<file path="config.mk">
export PLATFORM = sky130hd
export DESIGN_NAME = reaction_timer_ctrl
export DESIGN_NICKNAME = d
export VERILOG_FILES = /design/src/rtl/reaction_timer_ctrl.sv
export SDC_FILE = /design/constraint.sdc
export NUM_CORES = 1
export LEC_CHECK = 0
export ABC_CLOCK_PERIOD_IN_PS = 10350
export CAP_MARGIN = 25
export CORE_ASPECT_RATIO = 0.5
export CORE_MARGIN = 4
export CORE_UTILIZATION = 45
export CTS_CLUSTER_SIZE = 28
export DETAILED_ROUTE_END_ITERATION = 12
export MAX_ROUTING_LAYER = met4
export SLEW_MARGIN = 20
export SYNTH_ARGS = -nofsm -noshare
export SYNTH_HDL_FRONTEND = slang
export SYNTH_SLANG_ARGS = --single-unit
</file>
<file path="constraint.sdc">
create_clock -name clk -period 10.35 [get_ports clk]
set_input_delay 1.5525 -clock clk [delete_from_list [all_inputs] [get_ports clk]]
set_output_delay 1.5525 -clock clk [all_outputs]
set_load 0.03 [all_outputs]
</file>
<file path="src/rtl/reaction_timer_ctrl.sv">
// Reaction-game controller: random start delay, millisecond BCD reaction timer,
// cheat/timeout detection and a best-time register.
module reaction_timer_ctrl #(
    parameter int TICKS_PER_MS  = 100000,
    parameter int RAND_W        = 4,
    parameter int DELAY_UNIT_MS = 1000,
    parameter int MIN_DELAY     = 2,
    parameter int TIMEOUT_MS    = 1000
) (
    input  logic              clk,
    input  logic              rst,
    input  logic              start_btn,
    input  logic              stop_btn,
    input  logic              clear_btn,
    input  logic [RAND_W-1:0] rand_val,
    output logic              ltr_flag,
    output logic              led0,
    output logic [3:0]        digit0,
    output logic [3:0]        digit1,
    output logic [3:0]        digit2,
    output logic [3:0]        digit3,
    output logic [13:0]       best_ms,
    output logic              best_valid
);

    function automatic logic [15:0] to_bcd(input int v);
        return {4'((v / 1000) % 10), 4'((v / 100) % 10), 4'((v / 10) % 10), 4'(v % 10)};
    endfunction

    function automatic logic [15:0] bcd_inc(input logic [15:0] v);
        logic [15:0] r;
        logic        carry;
        r     = v;
        carry = 1'b1;
        for (int i = 0; i < 4; i++) begin
            if (carry) begin
                if (r[i*4 +: 4] == 4'd9) begin
                    r[i*4 +: 4] = 4'd0;
                end else begin
                    r[i*4 +: 4] = r[i*4 +: 4] + 4'd1;
                    carry       = 1'b0;
                end
            end
        end
        return r;
    endfunction

    function automatic logic [13:0] bcd_to_bin(input logic [15:0] v);
        return 14'(v[15:12]) * 14'd1000 + 14'(v[11:8]) * 14'd100
             + 14'(v[7:4]) * 14'd10 + 14'(v[3:0]);
    endfunction

    localparam int                  PRESC_W      = $clog2(TICKS_PER_MS);
    localparam int                  DLY_W        = $clog2(((2 ** RAND_W) - 1) * DELAY_UNIT_MS + 1);
    localparam logic [PRESC_W-1:0]  TICK_LAST    = PRESC_W'(TICKS_PER_MS - 1);
    localparam logic [13:0]         TIMEOUT_LAST = 14'(TIMEOUT_MS - 1);
    localparam logic [15:0]         TIMEOUT_BCD  = to_bcd(TIMEOUT_MS);
    localparam logic [31:0]         MIN_UNITS    = 32'(MIN_DELAY);

    typedef enum logic [2:0] {
        S_IDLE    = 3'd0,
        S_LOAD    = 3'd1,
        S_WAIT    = 3'd2,
        S_RUN     = 3'd3,
        S_DONE    = 3'd4,
        S_CHEAT   = 3'd5,
        S_TIMEOUT = 3'd6
    } state_t;

    state_t              state_q, state_d;
    logic                start_prev_q, stop_prev_q, clear_prev_q;
    logic [PRESC_W-1:0]  presc_q, presc_d;
    logic [DLY_W-1:0]    delay_q, delay_d;
    logic [15:0]         bcd_q, bcd_d;
    logic [13:0]         best_ms_q, best_ms_d;
    logic                best_valid_q, best_valid_d;
    logic                done_entry_q, done_entry_d;

    logic                start_e, stop_e, clear_e;
    logic                ms_tick;
    logic [13:0]         count_bin;
    logic [31:0]         rand_ext, units;
    logic [15:0]         disp;

    always_comb begin
        start_e   = start_btn & ~start_prev_q;
        stop_e    = stop_btn & ~stop_prev_q;
        clear_e   = clear_btn & ~clear_prev_q;
        ms_tick   = (presc_q == TICK_LAST);
        count_bin = bcd_to_bin(bcd_q);
        rand_ext  = 32'(rand_val);
        units     = (rand_ext < MIN_UNITS) ? MIN_UNITS : rand_ext;
    end

    // Next-state: cheat beats delay expiry, stop beats timeout, clear beats everything.
    always_comb begin
        state_d = state_q;
        case (state_q)
            S_IDLE: begin
                if (start_e) state_d = S_LOAD;
            end
            S_LOAD: state_d = S_WAIT;
            S_WAIT: begin
                if (stop_e)              state_d = S_CHEAT;
                else if (delay_q == '0)  state_d = S_RUN;
            end
            S_RUN: begin
                if (stop_e)                                     state_d = S_DONE;
                else if (ms_tick && count_bin == TIMEOUT_LAST)  state_d = S_TIMEOUT;
            end
            S_DONE, S_CHEAT, S_TIMEOUT: begin
                if (start_e) state_d = S_LOAD;
            end
            default: state_d = S_IDLE;
        endcase
        if (clear_e) state_d = S_IDLE;
    end

    always_comb begin
        presc_d = ms_tick ? '0 : presc_q + PRESC_W'(1);
        if ((state_d == S_WAIT && state_q != S_WAIT) || (state_d == S_RUN && state_q != S_RUN)) begin
            presc_d = '0;
        end

        delay_d = delay_q;
        if (state_q == S_LOAD) begin
            delay_d = DLY_W'(units * DELAY_UNIT_MS);
        end else if (state_q == S_WAIT && ms_tick && delay_q != '0) begin
            delay_d = delay_q - DLY_W'(1);
        end

        // The count freezes on the cycle RUN is left, so DONE shows the pre-tick value.
        bcd_d = bcd_q;
        if (state_q == S_LOAD) begin
            bcd_d = '0;
        end else if (state_q == S_RUN && state_d == S_RUN && ms_tick) begin
            bcd_d = bcd_inc(bcd_q);
        end

        done_entry_d = (state_d == S_DONE) && (state_q != S_DONE);

        best_ms_d    = best_ms_q;
        best_valid_d = best_valid_q;
        if (state_q == S_IDLE && clear_e) begin
            best_ms_d    = '0;
            best_valid_d = 1'b0;
        end else if (state_q == S_DONE && done_entry_q && (!best_valid_q || count_bin < best_ms_q)) begin
            best_ms_d    = count_bin;
            best_valid_d = 1'b1;
        end
    end

    always_comb begin
        ltr_flag = 1'b0;
        led0     = 1'b0;
        disp     = 16'hFFFF;
        case (state_q)
            S_IDLE: begin
                ltr_flag = 1'b1;
                disp     = 16'hFF5A;
            end
            S_LOAD, S_WAIT: disp = 16'hFFFF;
            S_RUN: begin
                led0 = 1'b1;
                disp = bcd_q;
            end
            S_DONE:    disp = bcd_q;
            S_CHEAT: begin
                ltr_flag = 1'b1;
                disp     = 16'hEEEE;
            end
            S_TIMEOUT: disp = TIMEOUT_BCD;
            default: begin
                ltr_flag = 1'b1;
                disp     = 16'hFF5A;
            end
        endcase
    end

    assign digit0     = disp[3:0];
    assign digit1     = disp[7:4];
    assign digit2     = disp[11:8];
    assign digit3     = disp[15:12];
    assign best_ms    = best_ms_q;
    assign best_valid = best_valid_q;

    // Button history resets high so a button held through reset produces no edge.
    always_ff @(posedge clk) begin
        if (rst) begin
            state_q      <= S_IDLE;
            start_prev_q <= 1'b1;
            stop_prev_q  <= 1'b1;
            clear_prev_q <= 1'b1;
            presc_q      <= '0;
            delay_q      <= '0;
            bcd_q        <= '0;
            best_ms_q    <= '0;
            best_valid_q <= 1'b0;
            done_entry_q <= 1'b0;
        end else begin
            state_q      <= state_d;
            start_prev_q <= start_btn;
            stop_prev_q  <= stop_btn;
            clear_prev_q <= clear_btn;
            presc_q      <= presc_d;
            delay_q      <= delay_d;
            bcd_q        <= bcd_d;
            best_ms_q    <= best_ms_d;
            best_valid_q <= best_valid_d;
            done_entry_q <= done_entry_d;
        end
    end

endmodule

</file>
# Yosys cells after proc, flatten, opt, wreduce, memory -nomap -nowiden
# Index checks and enable logic that the tools add are counted.
# classes
addsub	9
mul	4
magnitude_cmp	2
n_eq_ne	18
muxes	28
bitwise_logic	6
n_reduce_logical	28
# ops
cell	count
16-bit one-hot mux with 4 select lines	1
14-bit 2-to-1 mux	2
4-bit by 7-bit multiplier with 11-bit output (second input constant)	2
4-bit 2-to-1 mux	5
3-bit 2-to-1 mux	6
17-bit by 1-bit adder with 17-bit output (second input constant)	1
17-bit equality test (second input constant)	1
4-bit by 1-bit adder with 4-bit output (second input constant)	4
4-bit equality test (second input constant)	4
14-bit by 11-bit adder with 14-bit output	1
14-bit by 4-bit adder with 14-bit output	1
14-bit by 8-bit adder with 14-bit output	1
14-bit by 10-bit equality test with 1-bit output (second input constant)	1
14-bit zero test	1
14-bit less-than comparator	1
14-bit nonzero test	1
14-bit by 1-bit subtractor with 14-bit output (second input constant)	1
1-bit 2-to-1 mux	13
3-bit by 2-bit equality test with 1-bit output (second input constant)	4
3-bit equality test (second input constant)	4
3-bit one-hot mux with 4 select lines	1
1-bit logical AND	11
4-bit by 5-bit multiplier with 9-bit output (second input constant)	1
2-bit OR reduction	4
15 further kinds	23
# totals
regBits	69
output_inout_bits	33
wordCells	109

# Depth between registers and ports, before layout
# Gate-level depths: netlist (run 1).
# logic_depth
depth_word	22
depth_mapped	27
depth_no_buf	25

# Least setup slack after synthesis (run 1)
# Ideal clock, no wire load.
# synth_path
path_kind	register to register
startpoint	register bcd_q[15]
endpoint	register best_ms_q[2], in the netlist best_ms[2]
t_arrival_ns	5.844
required_time_ns	10.222
slack_ns	4.378
path_stages_with_launch	27
path_buffers	2
cell_sequence	dfxtp_1 -> fa_1 -> fa_1 -> ha_1 -> inv_1 -> nor2_1 -> o21ai_0 -> nand2_1 -> xnor2_1 -> ha_1 -> ha_1 -> ha_1 -> a21oi_1 -> a2bb2oi_1 -> o311ai_2 -> xor2_1 -> xor2_2 -> inv_2 -> ha_1 -> nor2b_1 -> o21ai_0 -> nand2_1 -> a41o_1 -> buf_2 -> buf_1 -> mux2i_1 -> nor2_1
# synth_between
elab_chain_cells	7
# synth_lines
element	line	text
start: declaration	74	logic [15:0] bcd_q, bcd_d;
start signal: assignment	196	bcd_q <= '0;
start signal: assignment	207	bcd_q <= bcd_d;
4-bit by 7-bit multiplier with 11-bit output	49	return 14'(v[15:12]) * 14'd1000 + 14'(v[11:8]) * 14'd100
14-bit by 11-bit adder with 14-bit output	49	
14-bit by 8-bit adder with 14-bit output	50	+ 14'(v[7:4]) * 14'd10 + 14'(v[3:0]);
14-bit by 4-bit adder with 14-bit output	50	
net count_bin[13]	81	logic [13:0] count_bin;
14-bit less-than comparator	147	end else if (state_q == S_DONE && done_entry_q && (!best_valid_q || count_bin < best_ms_q)) begin
1-bit logical OR	147	
1-bit logical AND	147	
end signal: assignment	208	best_ms_q <= best_ms_d;
end: declaration	75	logic [13:0] best_ms_q, best_ms_d;
# The timed path passes the listed nets, and every way through them passes these cells.
# A chain may end at the register's enable or synchronous reset.

# Worst setup path in the final report (run 1)
# layout_path
startpoint	register bcd_q[15]
endpoint	register best_ms_q[0], in the netlist best_ms[0]
# Same word-level chain as after synthesis.

==> results of run 1 <==
==> synthesized netlist by cell type (9+ instances only) <==
cell,instances,area [um2]
nand3_1,12,60.06
o21a_1,13,97.59
nand2b_1,12,75.07
mux2i_1,18,180.2
a21o_1,15,112.6
a211oi_1,14,105.1
nor2b_1,11,68.82
clkbuf_1,11,41.29
nor3_1,10,50.05
fa_1,24,480.5
or4_1,9,67.56
dfxtp_1,69,1381
xnor2_1,25,219.0
or3_1,9,56.30
nor2_1,79,296.5
inv_1,69,259.0
xor2_1,22,192.7
nand2_1,45,168.9
o21ai_0,20,100.1
ha_1,81,1013
a21oi_1,41,205.2
==> cell usage in the layout, fill, tap and decap left out, types with 4 or more instances in the layout <==
| cell type | synthesis | layout |
|---|---|---|
| inv_1 | 69 | 69 |
| nor2_1 | 79 | 79 |
| a31oi_1 | 4 | 4 |
| a211oi_1 | 14 | 14 |
| a21oi_1 | 41 | 41 |
| or2_2 | 8 | 8 |
| nand2b_1 | 12 | 12 |
| nand2_1 | 45 | 45 |
| clkbuf_16 | 0 | 9 |
| clkdlybuf4s50_1 | 0 | 41 |
| fa_1 | 24 | 24 |
| nor2b_1 | 11 | 11 |
| a21o_1 | 15 | 15 |
| inv_8 | 0 | 4 |
| o31ai_1 | 5 | 5 |
| dfxtp_1 | 69 | 69 |
| nand3_1 | 12 | 12 |
| nor3_1 | 10 | 10 |
| xnor2_1 | 25 | 25 |
| and3_1 | 7 | 7 |
| or3_1 | 9 | 9 |
| nand3b_1 | 6 | 6 |
| or4_1 | 9 | 9 |
| mux2i_1 | 18 | 18 |
| xor2_1 | 22 | 22 |
| o21a_1 | 13 | 13 |
| o21ai_0 | 20 | 20 |
| nand4_1 | 7 | 7 |
| nor4_1 | 4 | 4 |
| ha_1 | 81 | 81 |
==> state kept, by name, indices dropped and copies added (netlist names) <==
signal	count
presc_q	17
bcd_q	16
best_ms	14
delay_q	14
clear_prev_q	1
stop_prev_q	1
best_valid	1
start_prev_q	1
done_entry_q	1
state_q	3
==> layout make-up <==
type                    instances  area [um2]
fillers                      1251        5998
multi-input cells             542        4247
flip-flops and latches         69        1381
repair buffers                 41       410.4
inverters                      70       262.8
clock buffers                   9       225.2
well taps                     170       212.7
clock inverters                 7       71.32
==> routing by layer <==
metal / routed length (um) / track usage / up-vias
met3: 356 / 0.03534 / 11
met4: 70 / 0.03595 / 0
met1: 6434 / 0.2287 / 2276
met5: 0 / - / -
met2: 6017 / 0.3023 / 50
li1: - / - / 2483
==> logic make-up after synthesis <==
group	synth area share
flip-flops	0.2316
AND/OR/NAND/NOR	0.1999
adder cells (fa/ha/maj)	0.2505
multiplexers	0.03210
XOR/XNOR	0.07174
AO/OA/AOI/OAI	0.1571
buffers and inverters	0.05706
==> worst max path at each step <==
| stage | startpoint | endpoint | depth (start not counted) |
|---|---|---|---|
| 2_1_floorplan | bcd_q[15] | best_ms[2] | 26 |
| 3_3_place_gp | bcd_q[15] | best_ms[7] | 24 |
| 3_5_place_dp | bcd_q[15] | best_ms[8] | 24 |
| 4_1_cts | bcd_q[15] | best_ms[8] | 24 |
| 5_1_grt | bcd_q[14] | best_ms[10] | 24 |
| 6_report | bcd_q[15] | best_ms[0] | 24 |
==> metrics by stage <==
step	utilization	hold slack [ns]	worst slack [ns]	cells	area, um2
final	0.5317	0.4614	3.799	908	6810
after global routing	0.5317	0.4841	3.371	908	6810
after CTS	0.5317	0.4647	3.851	908	6810
after detailed placement	0.5085	0.4479	3.896	892	6514
after global placement	0.5083	0.4395	4.065	892	6510
after floorplan	-	0.4258	4.378	699	5964
==> report_power, final <==
part	switching, uW	internal (uW)
Sequential	4.97	270
Clock	141	171
Combinational	49.3	36.9
Total	195	478
==> worst reg2reg max path, cell delays in order (launching register included) <==
cell,delay (ns)
dfxtp_1,0.53
fa_1,0.58
fa_1,0.50
ha_1,0.35
inv_1,0.09
nor2_1,0.04
o21ai_0,0.23
nand2_1,0.11
xnor2_1,0.13
ha_1,0.29
ha_1,0.29
ha_1,0.37
a21oi_1,0.31
a2bb2oi_1,0.26
o311ai_2,0.14
xor2_1,0.25
xor2_2,0.27
inv_2,0.13
ha_1,0.31
nor2b_1,0.12
o21ai_0,0.08
nand2_1,0.08
a41o_1,0.63
mux2i_1,0.27
nor2_1,0.06
==> summary.md, run 1 <==
| Metric | Value |
|---|---|
| Worst min-delay path category | `reg -> reg` |
| Drc violations | `0` |
| Routed wire length | `12880 um` |
| CTS Hold Bufs | `0` |
| WHS Endpoint | `presc_q[0]` |
| Worst Path Required | `10.54 ns` |
| Power Dens Cells | `98.91 nW/um2` |
| Die Width | `170.8 um` |
| Fmax | `152.7 MHz` |
| Final Hold Violating Endpoints | `0` |
| Vias per cell | `5.308` |
| Clk sink count | `69` |
| R2R Setup Slk | `3.80 ns` |
| Cell chain of the critical path | `fa_1 -> fa_1 -> ha_1 -> inv_1 -> nor2_1 -> o21ai_0 -> nand2_1 -> xnor2_1 -> ha_1 -> ha_1 -> ha_1 -> a21oi_1 -> a2bb2oi_1 -> o311ai_2 -> xor2_1 -> xor2_2 -> inv_2 -> ha_1 -> nor2b_1 -> o21ai_0 -> nand2_1 -> a41o_1 -> mux2i_1 -> nor2_1` |
| Starting Density | `0.4657` |
| Die Area | `15270 um2` |
| Post-route clock period utilization | `0.6329` |
| Largest net degree at the start of global routing | `22` |
| Sequential area share after synthesis | `0.2316` |
| Post-DP HPWL | `10190 um` |
| Crit Path Category | `reg -> reg` |
| Post-synth EDFFs | `0` |
| CTS resizes | `0` |
| Cells on worst reg2reg path | `24` |
| Vias in the first global route | `4537` |
| Final nets | `847` |
| Reg clk slew, reported paths | `0.07 ns` |
| Final min period | `6.551 ns` |
| Antenna violations before repair | `0` |
| GPL Wtd Cong | `0.7971` |
| N_diodes | `0` |
| Status | `finished, final reports clean` |
| Yosys warns | `0` |
| Slew Limit Fails | `0` |
| # IOs | `42` |
| WL per Instance | `14.18 um` |
| TritonCTS clock tree | `done` |
| #FFs+latches synth | `69` |
| Final Setup Violations | `0` |
| Reg-to-Reg Start | `bcd_q[15]` |
| Worst hold path stage count | `1` |
| RSZ-0062 raised after global routing | `false` |
| Clock Tree Buf Depth | `2` |
| Initial DRC count | `249` |
| CORE AREA | `12810 um2` |
| Chip height | `89.41 um` |
| Slew Limit Headroom | `0.4322` |
| Top Family by Delay on Critical Path | `adder cells` |
| Slowest cell on the critical path | `a41o_1` |
| Port-buffer cells | `41` |
| WP data arrival | `6.74 ns` |
| Post-Synthesis Cell Area | `5964 um2` |
| Hold Crit Start | `presc_q[0]` |
| Count of different cell masters after synthesis | `60` |
| Inserted Clock Buffers | `9` |
| Critical path startpoint category | `flop` |
| Final ANT Viol Nets | `0` |
| Clock Latency Late Sink | `0.34 ns` |
| Worst path most repeated cell | `ha_1` |
| Max FO, Critical Path | `16` |
| GRT overflow | `0` |
| Max-cap violations | `0` |
| Syn Area/Cell | `8.533 um2` |
| R2r endpoint | `best_ms[0]` |
| Global-route usage over all layers | `0.1796` |
| CP Capture Type | `flop` |
| Drt pass-1 iters | `4` |
| Most used DFF post-synth | `dfxtp_1` |
| Peak supply drop | `0.00006416 V` |
| TNS Setup | `0 ns` |
| Mapped Cells | `699` |
| Via count | `4820` |
| Tightest Pin Transition | `0.8517 ns` |
| Post-synth net total | `813` |
| Total power | `673.6 uW` |
| Async set or reset register ratio after synthesis | `0` |
| WP buf/inv | `2` |
| CP max stage delay | `0.63 ns` |
| Number of post-CTS setup repair buffers | `0` |
| Final Skew | `0.01105 ns` |
| H-tree depth | `3` |
| First-pass GRT wire length | `21620 um` |
| CTS root buffer | `clkbuf_16` |
| Area delta synth->final | `14.18%` |
| Row Count | `29` |
| LEAKAGE | `0.003121 uW` |
| Layout cells sized above 1 | `0.05149` |
(Power assumes the default switching activity.)
==> run 2: changes to the inputs <==
--- a/config.mk
+++ b/config.mk
@@ -5,7 +5,7 @@
 export SDC_FILE = /design/constraint.sdc
 export NUM_CORES = 1
 export LEC_CHECK = 0
-export ABC_CLOCK_PERIOD_IN_PS = 10350
+export ABC_CLOCK_PERIOD_IN_PS = 6200
 export CAP_MARGIN = 25
 export CORE_ASPECT_RATIO = 0.5
 export CORE_MARGIN = 4
==> constraint.sdc (replaced) <==
create_clock -name clk -period 6.2 [get_ports clk]
set_input_delay 0.93 -clock clk [delete_from_list [all_inputs] [get_ports clk]]
set_output_delay 0.93 -clock clk [all_outputs]
set_load 0.03 [all_outputs]
==> summary.md, run 2 (synthesis results as in run 1) <==
| Metric | Value |
|---|---|
| Power Dens Cells | `162.3 nW/um2 (+64%)` |
| Largest register FFs | `17 (unchanged)` |
| WP data arrival | `5.95 ns (-0.79 ns)` |
| # IOs | `42 (unchanged)` |
| Die Area | `15270 um2 (unchanged)` |
| Reg clk slew, reported paths | `0.07 ns (about the same)` |
| R2r endpoint | `best_ms[1]` |
| Final ANT Viol Nets | `0 (unchanged)` |
| WHS Endpoint | `presc_q[0]` |
| Hold Crit Start | `presc_q[0]` |
| Biggest regs | `presc_q (17), bcd_q (16)` |
| Vias per cell | `5.248 (-1.1%)` |
| Inserted Clock Buffers | `9 (unchanged)` |
| Met1 wire length | `6194 um (-3.7%)` |
| Fmax | `173.9 MHz (+14%)` |
| WL per Instance | `13.83 um (-2.5%)` |
| R2R Setup Slk | `0.45 ns (-3.35 ns)` |
| Die Width | `170.8 um (unchanged)` |
| Post-route clock period utilization | `0.9274 (+0.2945)` |
| Routed wire length | `12670 um (-1.6%)` |
| Post-DP HPWL | `10140 um (-0.49%)` |
| Row Count | `29 (unchanged)` |
| RSZ-0062 raised after global routing | `false` |
| Commonest non-fill, non-tap cell in the layout | `ha_1` |
| Slew Limit Fails | `0 (unchanged)` |
| CP Capture Type | `flop` |
| LEAKAGE | `0.003163 uW (+1.4%)` |
| Starting Density | `0.4657 (unchanged)` |
| Commonest non-fill, non-tap cells in the layout | `81 x ha_1, 79 x nor2_1, 69 x inv_1` |
| Met2 wire length | `5905 um (-1.9%)` |
| Reg-to-Reg Start | `bcd_q[13]` |
| Via count | `4807 (-0.27%)` |
| Drc violations | `0 (unchanged)` |
| Cells on worst reg2reg path | `21 (-13%)` |
| Slew Limit Headroom | `0.4530 (+0.02079)` |
| Final Hold Violating Endpoints | `0 (unchanged)` |
| Vias in the first global route | `4528 (-0.20%)` |
| Final Skew | `0.009284 ns (-0.001764 ns)` |
| N_diodes | `0 (unchanged)` |
| TritonCTS clock tree | `done` |
| Largest net degree at the start of global routing | `22 (unchanged)` |
| Critical path startpoint category | `flop` |
| Final Setup Violations | `0 (unchanged)` |
| Worst Path Required | `6.40 ns (-4.14 ns)` |
| Top sig layer | `met4` |
| Cell Area, Placed | `6566 um2 (+0.81%)` |
| Final min period | `5.750 ns (-0.8009 ns)` |
| Initial DRC count | `252 (+1.2%)` |
| Crit Path Category | `reg -> reg` |
| GRT overflow | `0 (unchanged)` |
| Fill cells | `1228 (-1.8%)` |
| Final nets | `855 (+0.94%)` |
| Worst min-delay path category | `reg -> reg` |
| First-pass GRT wire length | `21540 um (-0.38%)` |
| Port-buffer cells | `41 (unchanged)` |
| CORE AREA | `12810 um2 (unchanged)` |
| Clock Latency Late Sink | `0.34 ns (about the same)` |
| GPL Wtd Cong | `0.8495 (+6.6%)` |
| Antenna violations before repair | `0 (unchanged)` |
| Post-Layout Cell Count | `916 (+0.88%)` |
| Met3 WL | `483 um (+36%)` |
| Largest register by flop count | `presc_q` |
| Area delta synth->final | `15.61%` |
| H-tree depth | `3 (unchanged)` |
| Cell total after placement | `899 (+0.78%)` |
| Chip height | `89.41 um (unchanged)` |
| Max-cap violations | `0 (unchanged)` |
| CTS Hold Bufs | `0 (unchanged)` |
| Peak supply drop | `0.0001064 V (+66%)` |
| Status | `finished, final reports clean` |
| Tightest Pin Transition | `0.8175 ns (-0.03420 ns)` |
| Clock Tree Buf Depth | `2 (unchanged)` |
| Worst hold path stage count | `1 (unchanged)` |
| Drt pass-1 iters | `4 (unchanged)` |
| Max FO, Critical Path | `16 (unchanged)` |
| CTS root buffer | `clkbuf_16` |
| Layout cells sized above 1 | `0.06836 (+0.01687)` |
| Post-route cell area | `6895 um2 (+1.2%)` |
| Global-route usage over all layers | `0.1790 (-0.0005434)` |
| Clk sink count | `69 (unchanged)` |
## run 2: critical path, stage by stage (launching register included)
cell,delay [ns]
dfxtp_2,0.42
ha_1,0.27
fa_1,0.55
inv_1,0.07
fa_1,0.53
inv_1,0.06
fa_1,0.47
ha_1,0.30
ha_1,0.38
a21o_1,0.20
a221oi_2,0.37
o311ai_2,0.17
xor2_1,0.28
xor2_2,0.23
inv_2,0.06
ha_1,0.29
nor2b_1,0.14
o21ai_0,0.15
nand2_1,0.08
a41o_4,0.34
mux2i_1,0.19
nor2_1,0.05
## run 2: worst max path at each step
stage	end	cells past startpoint	startpoint	slack [ns]
after floorplan	best_ms[2]	26	bcd_q[15]	0.23
after global placement	best_ms[11]	24	bcd_q[13]	0.11
after detailed placement	best_ms[8]	24	bcd_q[13]	-0.06
after CTS	best_ms[8]	24	bcd_q[13]	0.11
after global routing	best_ms[1]	24	bcd_q[13]	0.02
final	best_ms[1]	21	bcd_q[13]	0.45
## run 2: routing by layer
metal / global-route usage / vias to the layer above
met2: 0.2958 / 59
met5: - / -
li1: - / 2513
met4: 0.03235 / 0
met1: 0.2306 / 2227
met3: 0.03975 / 8
## run 2: cell type report
type / instances / area [um2] / area share
multi-input combinational: 542 / 4270 / 0.6193
clock buffer: 9 / 225.2 / 0.03266
tap: 170 / 212.7 / 0.03085
timing repair buffer: 49 / 470.5 / 0.06823
clock inverter: 7 / 71.32 / 0.01034
sequential: 69 / 1383 / 0.2005
inverter: 70 / 262.8 / 0.03811
## run 2: repair_timing
| item | CTS | global route |
|---|---|---|
| buffers inserted | 0 | 1 |
| setup endpoints to repair | 14 | 22 |
| pin swaps | 0 | 1 |
| gates resized for setup | 1 | 6 |
| cloned | 0 | 0 |
## run 2: power breakdown
group	switching [uW]	total, uW	internal [uW]
Combinational	81.2	143	61.3
Clock	232	517	286
Sequential	8.42	459	451
Total	321	1120	798
## run 2: through the flow
step / utilization / total power [uW] / hold WS (ns) / setup TNS [ns] / setup slack (ns)
after floorplan: - / 580.0 / 0.4258 / 0 / 0.2282
after global placement: 0.5124 / 611.7 / 0.4384 / 0 / 0.1119
after detailed placement: 0.5127 / 613.9 / 0.4451 / -0.4758 / -0.05644
after CTS: 0.5359 / 1135 / 0.4621 / 0 / 0.1117
after global routing: 0.5383 / 1176 / 0.4921 / 0 / 0.02148
final: 0.5383 / 1119 / 0.4562 / 0 / 0.4503
